### src/rtl/hazard_pkg.sv
// Shared widths, forwarding-mux codes and default mult/div latencies for the hazard controller.
package hazard_pkg;

    localparam int unsigned REG_W     = 5;
    localparam int unsigned T_W       = 2;
    localparam int unsigned FWD_SEL_W = 2;
    localparam int unsigned STAT_W    = 32;
    localparam int unsigned MD_CNT_W  = 8;

    localparam logic [FWD_SEL_W-1:0] FWD_RF = 2'b00;
    localparam logic [FWD_SEL_W-1:0] FWD_W  = 2'b01;
    localparam logic [FWD_SEL_W-1:0] FWD_M  = 2'b10;
    localparam logic [FWD_SEL_W-1:0] FWD_E  = 2'b11;

    localparam int unsigned MULT_LAT_DEF = 5;
    localparam int unsigned DIV_LAT_DEF  = 10;

    typedef struct packed {
        logic [REG_W-1:0] a3;
        logic [T_W-1:0]   tnew;
    } slot_t;

    // Tnew ages by one per stage and saturates at zero.
    function automatic logic [T_W-1:0] tnew_dec(input logic [T_W-1:0] t);
        return (t != '0) ? t - T_W'(1) : '0;
    endfunction

    // Register $0 is never a hazard or forwarding source.
    function automatic logic reg_hit(input logic [REG_W-1:0] a3, input logic [REG_W-1:0] r);
        return (a3 != '0) && (a3 == r);
    endfunction

endpackage

### src/rtl/md_busy_timer.sv
// Down-counter that models the multi-cycle mult/div unit; busy while the count is non-zero.
module md_busy_timer
    import hazard_pkg::*;
(
    input  logic                clk,
    input  logic                reset,
    input  logic                start_i,
    input  logic [MD_CNT_W-1:0] load_val_i,
    output logic                busy_o
);

    logic [MD_CNT_W-1:0] cnt_q, cnt_d;
    logic                busy_q;

    // A start always reloads, even if the unit is still counting.
    always_comb begin
        cnt_d = cnt_q;
        if (start_i) begin
            cnt_d = load_val_i;
        end else if (cnt_q != '0) begin
            cnt_d = cnt_q - MD_CNT_W'(1);
        end
    end

    always_ff @(posedge clk) begin
        if (reset) begin
            cnt_q  <= '0;
            busy_q <= 1'b0;
        end else begin
            cnt_q  <= cnt_d;
            busy_q <= (cnt_d != '0);
        end
    end

    assign busy_o = busy_q;

endmodule

### src/rtl/hazard_ctrl.sv
// Stall/forwarding control for the 5-stage MIPS pipeline plus mult/div busy timing.
// Optional stall statistics counter enabled by defining HAZARD_STAT_EN.
module hazard_ctrl
    import hazard_pkg::*;
#(
    parameter int unsigned MULT_LAT = MULT_LAT_DEF,
    parameter int unsigned DIV_LAT  = DIV_LAT_DEF
) (
    input  logic                 clk,
    input  logic                 reset,
    input  logic [REG_W-1:0]     rs_d,
    input  logic [REG_W-1:0]     rt_d,
    input  logic [T_W-1:0]       tuse_rs_d,
    input  logic [T_W-1:0]       tuse_rt_d,
    input  logic                 use_rs_d,
    input  logic                 use_rt_d,
    input  logic [REG_W-1:0]     a3_d,
    input  logic [T_W-1:0]       tnew_d,
    input  logic                 md_use_d,
    input  logic                 md_start_e,
    input  logic                 md_div_e,
    output logic                 stall,
    output logic [FWD_SEL_W-1:0] fwd_rs_d,
    output logic [FWD_SEL_W-1:0] fwd_rt_d,
    output logic [FWD_SEL_W-1:0] fwd_rs_e,
    output logic [FWD_SEL_W-1:0] fwd_rt_e,
    output logic                 md_busy,
    output logic [STAT_W-1:0]    stall_cnt
);

    slot_t            e_q, e_d, m_q, m_d;
    logic [REG_W-1:0] w_a3_q, w_a3_d;
    logic [REG_W-1:0] rs_e_q, rs_e_d, rt_e_q, rt_e_d;

    logic stall_rs, stall_rt, md_stall;

    // Stall when a producer still in E or M cannot deliver before the D instr needs it.
    always_comb begin
        stall_rs = use_rs_d && (rs_d != '0) &&
                   ((reg_hit(e_q.a3, rs_d) && (e_q.tnew > tuse_rs_d)) ||
                    (reg_hit(m_q.a3, rs_d) && (m_q.tnew > tuse_rs_d)));
        stall_rt = use_rt_d && (rt_d != '0) &&
                   ((reg_hit(e_q.a3, rt_d) && (e_q.tnew > tuse_rt_d)) ||
                    (reg_hit(m_q.a3, rt_d) && (m_q.tnew > tuse_rt_d)));
        md_stall = md_use_d && (md_busy || md_start_e);
        stall    = stall_rs || stall_rt || md_stall;
    end

    // Youngest ready producer wins.
    always_comb begin
        fwd_rs_d = FWD_RF;
        if (reg_hit(e_q.a3, rs_d) && (e_q.tnew == '0)) begin
            fwd_rs_d = FWD_E;
        end else if (reg_hit(m_q.a3, rs_d) && (m_q.tnew == '0)) begin
            fwd_rs_d = FWD_M;
        end else if (reg_hit(w_a3_q, rs_d)) begin
            fwd_rs_d = FWD_W;
        end

        fwd_rt_d = FWD_RF;
        if (reg_hit(e_q.a3, rt_d) && (e_q.tnew == '0)) begin
            fwd_rt_d = FWD_E;
        end else if (reg_hit(m_q.a3, rt_d) && (m_q.tnew == '0)) begin
            fwd_rt_d = FWD_M;
        end else if (reg_hit(w_a3_q, rt_d)) begin
            fwd_rt_d = FWD_W;
        end

        fwd_rs_e = FWD_RF;
        if (reg_hit(m_q.a3, rs_e_q) && (m_q.tnew == '0)) begin
            fwd_rs_e = FWD_M;
        end else if (reg_hit(w_a3_q, rs_e_q)) begin
            fwd_rs_e = FWD_W;
        end

        fwd_rt_e = FWD_RF;
        if (reg_hit(m_q.a3, rt_e_q) && (m_q.tnew == '0)) begin
            fwd_rt_e = FWD_M;
        end else if (reg_hit(w_a3_q, rt_e_q)) begin
            fwd_rt_e = FWD_W;
        end
    end

    // Scoreboard advance; a stall injects an empty slot into E.
    always_comb begin
        w_a3_d = m_q.a3;
        m_d    = '{a3: e_q.a3, tnew: tnew_dec(e_q.tnew)};
        e_d    = '{a3: a3_d, tnew: tnew_d};
        rs_e_d = rs_d;
        rt_e_d = rt_d;
        if (stall) begin
            e_d    = '0;
            rs_e_d = '0;
            rt_e_d = '0;
        end
    end

    always_ff @(posedge clk) begin
        if (reset) begin
            e_q    <= '0;
            m_q    <= '0;
            w_a3_q <= '0;
            rs_e_q <= '0;
            rt_e_q <= '0;
        end else begin
            e_q    <= e_d;
            m_q    <= m_d;
            w_a3_q <= w_a3_d;
            rs_e_q <= rs_e_d;
            rt_e_q <= rt_e_d;
        end
    end

    md_busy_timer u_md_busy_timer (
        .clk        (clk),
        .reset      (reset),
        .start_i    (md_start_e),
        .load_val_i (md_div_e ? MD_CNT_W'(DIV_LAT) : MD_CNT_W'(MULT_LAT)),
        .busy_o     (md_busy)
    );

`ifdef HAZARD_STAT_EN
    logic [STAT_W-1:0] stall_cnt_q, stall_cnt_d;

    always_comb begin
        stall_cnt_d = stall_cnt_q;
        if (stall) begin
            stall_cnt_d = stall_cnt_q + STAT_W'(1);
        end
    end

    always_ff @(posedge clk) begin
        if (reset) begin
            stall_cnt_q <= '0;
        end else begin
            stall_cnt_q <= stall_cnt_d;
        end
    end

    assign stall_cnt = stall_cnt_q;
`else
    assign stall_cnt = '0;
`endif

endmodule
### config.mk
export PLATFORM = sky130hd
export DESIGN_NAME = hazard_ctrl
export DESIGN_NICKNAME = d
export VERILOG_FILES = /design/src/rtl/hazard_pkg.sv /design/src/rtl/md_busy_timer.sv /design/src/rtl/hazard_ctrl.sv
export SDC_FILE = /design/constraint.sdc
export NUM_CORES = 1
export LEC_CHECK = 0
export CAP_MARGIN = 20
export CORE_UTILIZATION = 45
export CTS_CLUSTER_SIZE = 14
export DETAILED_ROUTE_END_ITERATION = 8
export DONT_BUFFER_PORTS = 1
export GPL_ROUTABILITY_DRIVEN = 0
export GPL_TIMING_DRIVEN = 0
export HOLD_SLACK_MARGIN = 0.12
export PLACE_DENSITY = 0.69
export SYNTH_ARGS = -nofsm -noshare
export SYNTH_HDL_FRONTEND = slang
export SYNTH_SLANG_ARGS = --single-unit
### constraint.sdc
create_clock -name clk -period 6.6 [get_ports clk]
set_input_delay 1.98 -clock clk [delete_from_list [all_inputs] [get_ports clk]]
set_output_delay 1.98 -clock clk [all_outputs]
set_load 0.01 [all_outputs]
==> flow_metrics.tcl, run 1 <==
set metrics [dict create \
    cts_tree "built" \
    crit_type "input pin to primary output" \
    synthesis.area_mm2 0.00271 \
    cts_setup_buffers 0 \
    synthToLayoutAreaGrowth_pct 10.7 \
    yosysSeqAreaShare_pct 28.0 \
    start_util_pct 48.1 \
    antenna_found_initial 0 \
    clk_pin_slew_ps 70 \
    startpoint "rt_d[1]" \
    period_minus_slack_ps 5660 \
    die_h_um 79.6 \
    cap_violations 0 \
    ys_top_cells_by_area "dfxtp_1 (28%), xor2_1 (10%), buf_4 (8.9%)" \
    synth_top_family_by_area "simple AND/OR/NAND/NOR gates" \
    clk_path_buf_depth 2 \
    timing.final.ws_setup_ps 939 \
    run_status "completed" \
    synth_top_area_share_pct 28.0 \
    layout.nets 385 \
    synth_xor_area_share_pct 17.8 \
    grt_pass1_vias 1877 \
    dr.pass1.iters 4 \
    power_leakage_nw 1.36 \
    portBuffers 0 \
    cts_root_buf "clkbuf_8" \
    drt_wl_total_um 5800 \
    maxSlewHeadroom_pct 52.9 \
    syn_inst 308 \
    hold_start "e_q[0]" \
    diodes 0 \
    crit_arrival_ps 3680 \
    synth-simple-area-share_pct 26.2 \
    ys_ff_latch 38 \
    cp_max_fo 9 \
    met2_usage_pct 30.0 \
    start_kind "input pin" \
    dpl.hpwl_um 4510 \
    holdBufCountCts 0 \
    met1_usage_pct 25.6 \
    ir_worst_vdd_mv 0.103 \
    track_usage_pct 19.4 \
    drv_slew 0 \
    drc 0 \
    cts-htree-levels 2 \
    ios 70 \
    holdPathStages 1 \
    r2r_start "w_a3_d[3]" \
    synth-compound-area-share_pct 7.43 \
    holdWs_ps 439 \
    dieArea_mm2 0.00634 \
    yosysUniqueCellTypes 48 \
    finalSetupTns_ps 0 \
    finalClockSkew_ps 10.3 \
    wl_per_cell_um 13.9 \
    synthAdderAreaFrac_pct 5.07 \
    vias 2078 \
    fp-row-count 27 \
    finalNonFillerCells 417 \
    yosysMostFrequentCell "dfxtp_1" \
    reg2regPathDepth 7 \
    core-area_mm2 0.00564 \
    finalHoldViolCount 0 \
    clk_latency_ps 290 \
    numCtsBuffers 5 \
    ys.flop_type "dfxtp_1" \
    finalCritPeriodShare_pct 85.8 \
    cts.sinks 38 \
    avgSynthCellArea_um2 8.81 \
    setup_violations 0 \
    power.density_mw_per_mm2 185 \
    postSynth.asyncResetShare_pct 0 \
    final_antenna_net_count 0 \
    synth.area.mux_share_pct 0.738 \
    post-place-ws_ps 937 \
    synth_area_leader_cell "dfxtp_1" \
    grt_use_met3_pct 4.91 \
    dp_cells 411 \
    cts.repair.resized 0 \
    rsz0062_at_grt "no" \
    layout-drive-gt1-share_pct 18.3 \
    end_kind "primary output" \
    hold_class "flip-flop to flip-flop" \
    cp_data_required_time_ps 4620 \
    grt.busiest_layer "met2" \
    worstMarginPinSlew_ps 706 \
    fp.dieW_um 79.6 \
    routed_via_density 4.98 \
    overflow 0 \
    netlist_top_cells_count "dfxtp_1 (38), buf_4 (32), xor2_1 (31)" \
    synth_edf_count 0 \
    fmax_ghz 0.177 \
    drt_iter0_markers 109 \
    yosysWarnings 0 \
    grt_max_degree 11 \
    grt_pass1_wl_um 9290 \
]
==> through the flow <==
| stage | util (%) | area, µm² | power, mW |
|---|---|---|---|
| detailed placement | 51.7 | 2920 | 0.403 |
| CTS | 53.2 | 3000 | 0.558 |
| finish | 53.2 | 3000 | 0.555 |
| global placement | 51.7 | 2920 | 0.401 |
| global route | 53.2 | 3000 | 0.585 |
| floorplan | - | 2830 | 0.382 |
==> layout by cell type (no fill, tap or decap), types with 2 or more instances in the layout <==
| cell type | count |
|---|---|
| a2111o_1 | 2 |
| a211oi_1 | 2 |
| a21oi_1 | 7 |
| buf_1 | 3 |
| buf_2 | 5 |
| buf_4 | 32 |
| buf_6 | 2 |
| clkbuf_1 | 8 |
| clkbuf_8 | 6 |
| conb_1 | 32 |
| dfxtp_1 | 38 |
| ha_1 | 11 |
| inv_1 | 13 |
| mux2i_1 | 2 |
| nand2_1 | 6 |
| nand2b_1 | 16 |
| nand3_1 | 8 |
| nand4_1 | 2 |
| nor2_1 | 13 |
| nor2b_1 | 12 |
| nor3_1 | 12 |
| nor4_1 | 13 |
| nor4_2 | 9 |
| o21ai_0 | 7 |
| or3_1 | 2 |
| or4_1 | 6 |
| xnor2_1 | 24 |
| xor2_1 | 31 |
==> routing by layer <==
layer / wire length (µm) / vias to the layer above
li1: - / 1053
met1: 2720 / 925
met3: 474 / 9
met2: 2500 / 91
met5: 0 / -
met4: 106 / 0
==> logic make-up (layout without fill, tap and decap cells) <==
kind of cell	after synthesis	in the layout
simple gates	109	109
buf+inv	64	70
xor+xnor	55	55
flops	38	38
compound gates	28	28
fa+ha+maj	11	11
mux	2	2
other cells	1	32
==> critical path: stages <==
cell	delay (ps)
or4_1	500
o21ai_0	290
a211oi_1	120
a2bb2o_4	230
buf_6	140
or3_1	410
==> flip-flops by register name, indices dropped and copies added, names as in the netlist <==
name                    count
w_a3_q                      5
rs_e_q                      5
u_md_busy_timer.busy_o      1
w_a3_d                      5
m_q                         2
e_q                         7
u_md_busy_timer.cnt_q       8
rt_e_q                      5
==> power by group <==
group	total, mW	leakage (nW)	switching, mW	internal, mW
Clock	0.156	0.0431	0.0756	0.0805
Combinational	0.143	1.01	0.0745	0.0688
Sequential	0.256	0.312	0.0130	0.243
==> layout make-up <==
class,count,area [µm²]
fillers,535,2640
plain buffers,51,349
inverters,13,48.8
multi-input cells,237,1670
flip-flops and latches,38,761
clock buffers,6,82.6
well taps,72,90.1
==> worst paths after layout <==
path	end	slack, ps
worst max-delay path	stall	940
worst min-delay path	m_q[0]	440
worst max register to register	e_q[0]	4420
worst min register to register	m_q[0]	440
No activity file was read; power rests on OpenSTA's default activity.
==> run 2, diff against run 1 <==
TNS_END_PERCENT = 1   (was not set)
==> results of run 2 <==
No change in the layout: final DEF, timing and power equal those of run 1.
==> run 3, diff against run 2 <==
CAP_MARGIN = not set   (was 20)
SYNTH_HIERARCHICAL = 1   (was not set)
==> run 3 against run 2 <==
Against the previous run:
- setup slack gained 150 ps
- first-iteration DRC count increased by 3.7%
- total power grew 6.6%
- critical endpoint unchanged
- largest power group unchanged
- sequential cell count unchanged
- largest cell class unchanged
- worst hold slack worse by 17 ps
- highest routed layer unchanged
- utilization decreased by 0.82 points
- sequential share of layout area down 0.67 points
- wire length rose by 4.4%
- register-to-register slack got worse by 100 ps
- synthesized cell count is 1.6% higher
==> flow_metrics.tcl, run 3 <==
set metrics [dict create \
    run_status "completed" \
    routed_via_density 4.93 \
    holdBufCountCts 0 \
    finalHoldViolCount 0 \
    start_kind "input pin" \
    finalCritPeriodShare_pct 83.6 \
    avgSynthCellArea_um2 8.77 \
    cp_cell_sequence "or4_1 -> o21a_1 -> o2111ai_1 -> o22ai_1 -> or3_1" \
    drc 0 \
    power_leakage_nw 1.38 \
    period_minus_slack_ps 5520 \
    ys.flop_type "dfxtp_1" \
    synth_top_area_share_pct 27.7 \
    antenna_found_initial 0 \
    largest_register_ffs 8 \
    largest-register "u_md_busy_timer/cnt_q" \
    crit_path_max_incr_delay_ps 500 \
    largestRegisters "u_md_busy_timer/cnt_q x8, e_q x7" \
    crit_arrival_ps 3540 \
    clk_path_buf_depth 2 \
    clk_pin_slew_ps 70 \
    grt_pass1_wl_um 9450 \
    grt_max_degree 12 \
    track_usage_pct 19.7 \
    die_h_um 80.1 \
    netlist_top_cells_count "dfxtp_1 (38), buf_4 (32), xor2_1 (31)" \
    hold_class "flip-flop to flip-flop" \
    final_cell_mix "conb_1 (38), dfxtp_1 (38), buf_4 (32)" \
    dieArea_mm2 0.00641 \
    layout-drive-gt1-share_pct 16.2 \
    final_util_pct 52.4 \
    syn_inst 313 \
    multi_input_area_mm2 0.00176 \
    ys_top_cells_by_area "dfxtp_1 (28%), xor2_1 (9.9%), buf_4 (8.8%)" \
    maxSlewHeadroom_pct 46.3 \
    setup_violations 0 \
    layout.nets 396 \
    drv_slew 0 \
    synth_edf_count 0 \
    grt_pass1_vias 1953 \
    fp-row-count 28 \
    power.density_mw_per_mm2 192 \
    crit_type "input pin to primary output" \
    yosysMostFrequentCell "dfxtp_1" \
    seqCellArea_um2 761 \
    postSynth.asyncResetShare_pct 0 \
    synthesis.area_mm2 0.00274 \
    wl_per_cell_um 14.0 \
    reg2regPathDepth 7 \
    overflow 0 \
    cts_tree "built" \
    fp.dieW_um 80.1 \
    numCtsBuffers 5 \
    fmax_ghz 0.181 \
    ys_ff_latch 38 \
    cap_violations 0 \
    cp_data_required_time_ps 4620 \
    cts-htree-levels 2 \
    dr.pass1.iters 4 \
    finalClockSkew_ps 6.10 \
    diodes 0 \
    cts.repair.resized 0 \
    worst-path-stages 5 \
    crit_buf_inv 0 \
    cts_setup_buffers 0 \
    drt_wl_total_um 6060 \
    clk_latency_ps 290 \
    holdPathStages 1 \
    drt_iter0_markers 113 \
    portBuffers 0 \
    worstMarginPinSlew_ps 806 \
    rsz0062_at_grt "no" \
    end_kind "primary output" \
    yosysUniqueCellTypes 44 \
    cts_root_buf "clkbuf_8" \
    ir_worst_vdd_mv 0.105 \
    start_util_pct 46.6 \
    dpl.hpwl_um 4790 \
    cts.sinks 38 \
    crit_path_top_delay_cell "or4_1" \
    synth_area_leader_cell "dfxtp_1" \
    path_delay_family "simple AND/OR/NAND/NOR gates" \
    cp_max_fo 9 \
    vias 2136 \
    nFillCells 569 \
    yosysWarnings 6 \
    final_antenna_net_count 0 \
    finalSetupTns_ps 0 \
    yosysSeqAreaShare_pct 27.7 \
    core-area_mm2 0.00589 \
    synthToLayoutAreaGrowth_pct 12.4 \
    ios 70 \
]
-- run 3: area by class of cell --
type | instances | area share, %
Clock inverter | 1 | 0.974
Buffer | 51 | 10.6
Inverter | 9 | 1.10
Sequential cell | 38 | 24.7
Multi-Input combinational cell | 252 | 57.1
Clock buffer | 7 | 2.48
Tap cell | 75 | 3.04
-- run 3: cell families after synthesis --
kind of cell / Yosys count / synth area share [%]
muxes: 4 / 1.46
buffers and inverters: 60 / 13.1
AOI/OAI and AO/OA: 24 / 7.62
and+or+nand+nor: 121 / 27.7
other: 1 / 0.137
adders and majority gates: 11 / 5.02
xor gates and xnor gates: 54 / 17.2
DFF: 38 / 27.7
-- run 3: stage by stage --
step	worst slack [ps]	std cells	hold slack [ps]	power, mW	area, µm²
global placement	1100	425	411	0.399	2980
CTS	1100	433	424	0.595	3080
detailed placement	1100	425	414	0.404	2980
global route	1020	433	444	0.624	3080
floorplan	1250	350	401	0.381	2880
finish	1080	433	421	0.592	3080
-- run 3: worst reg2reg max path, cell delays in order (launching register included) --
cell and delay, ps:
dfxtp_1 310, clkbuf_1 370, xor2_1 130, nor3_1 190, nand3_1 130, o22ai_1 660
buf_6 270, nor4_2 70
-- run 3: path summary, 6_finish.rpt --
| check | from | endpoint | slack [ps] |
|---|---|---|---|
| worst max-delay path | rs_d[1] | stall | 1080 |
| worst max register to register | w_a3_d[1] | rs_e_q[1] | 4320 |
| worst min-delay path | e_q[0] | m_q[0] | 420 |
| worst min register to register | e_q[0] | m_q[0] | 420 |
-- run 3: power by group --
part / internal [mW] / switching [mW] / leakage (nW)
Clock: 0.113 / 0.0789 / 0.0524
Combinational: 0.0681 / 0.0740 / 1.02
Sequential: 0.243 / 0.0153 / 0.313
-- run 3: per-layer routing --
layer	global-route usage [%]	vias up	part of all wire, %
met2	31.6	76	47
met1	24.8	961	43
met5	0	-	0
met4	9.64	0	2.5
met3	4.43	13	7.6
li1	-	1086	-
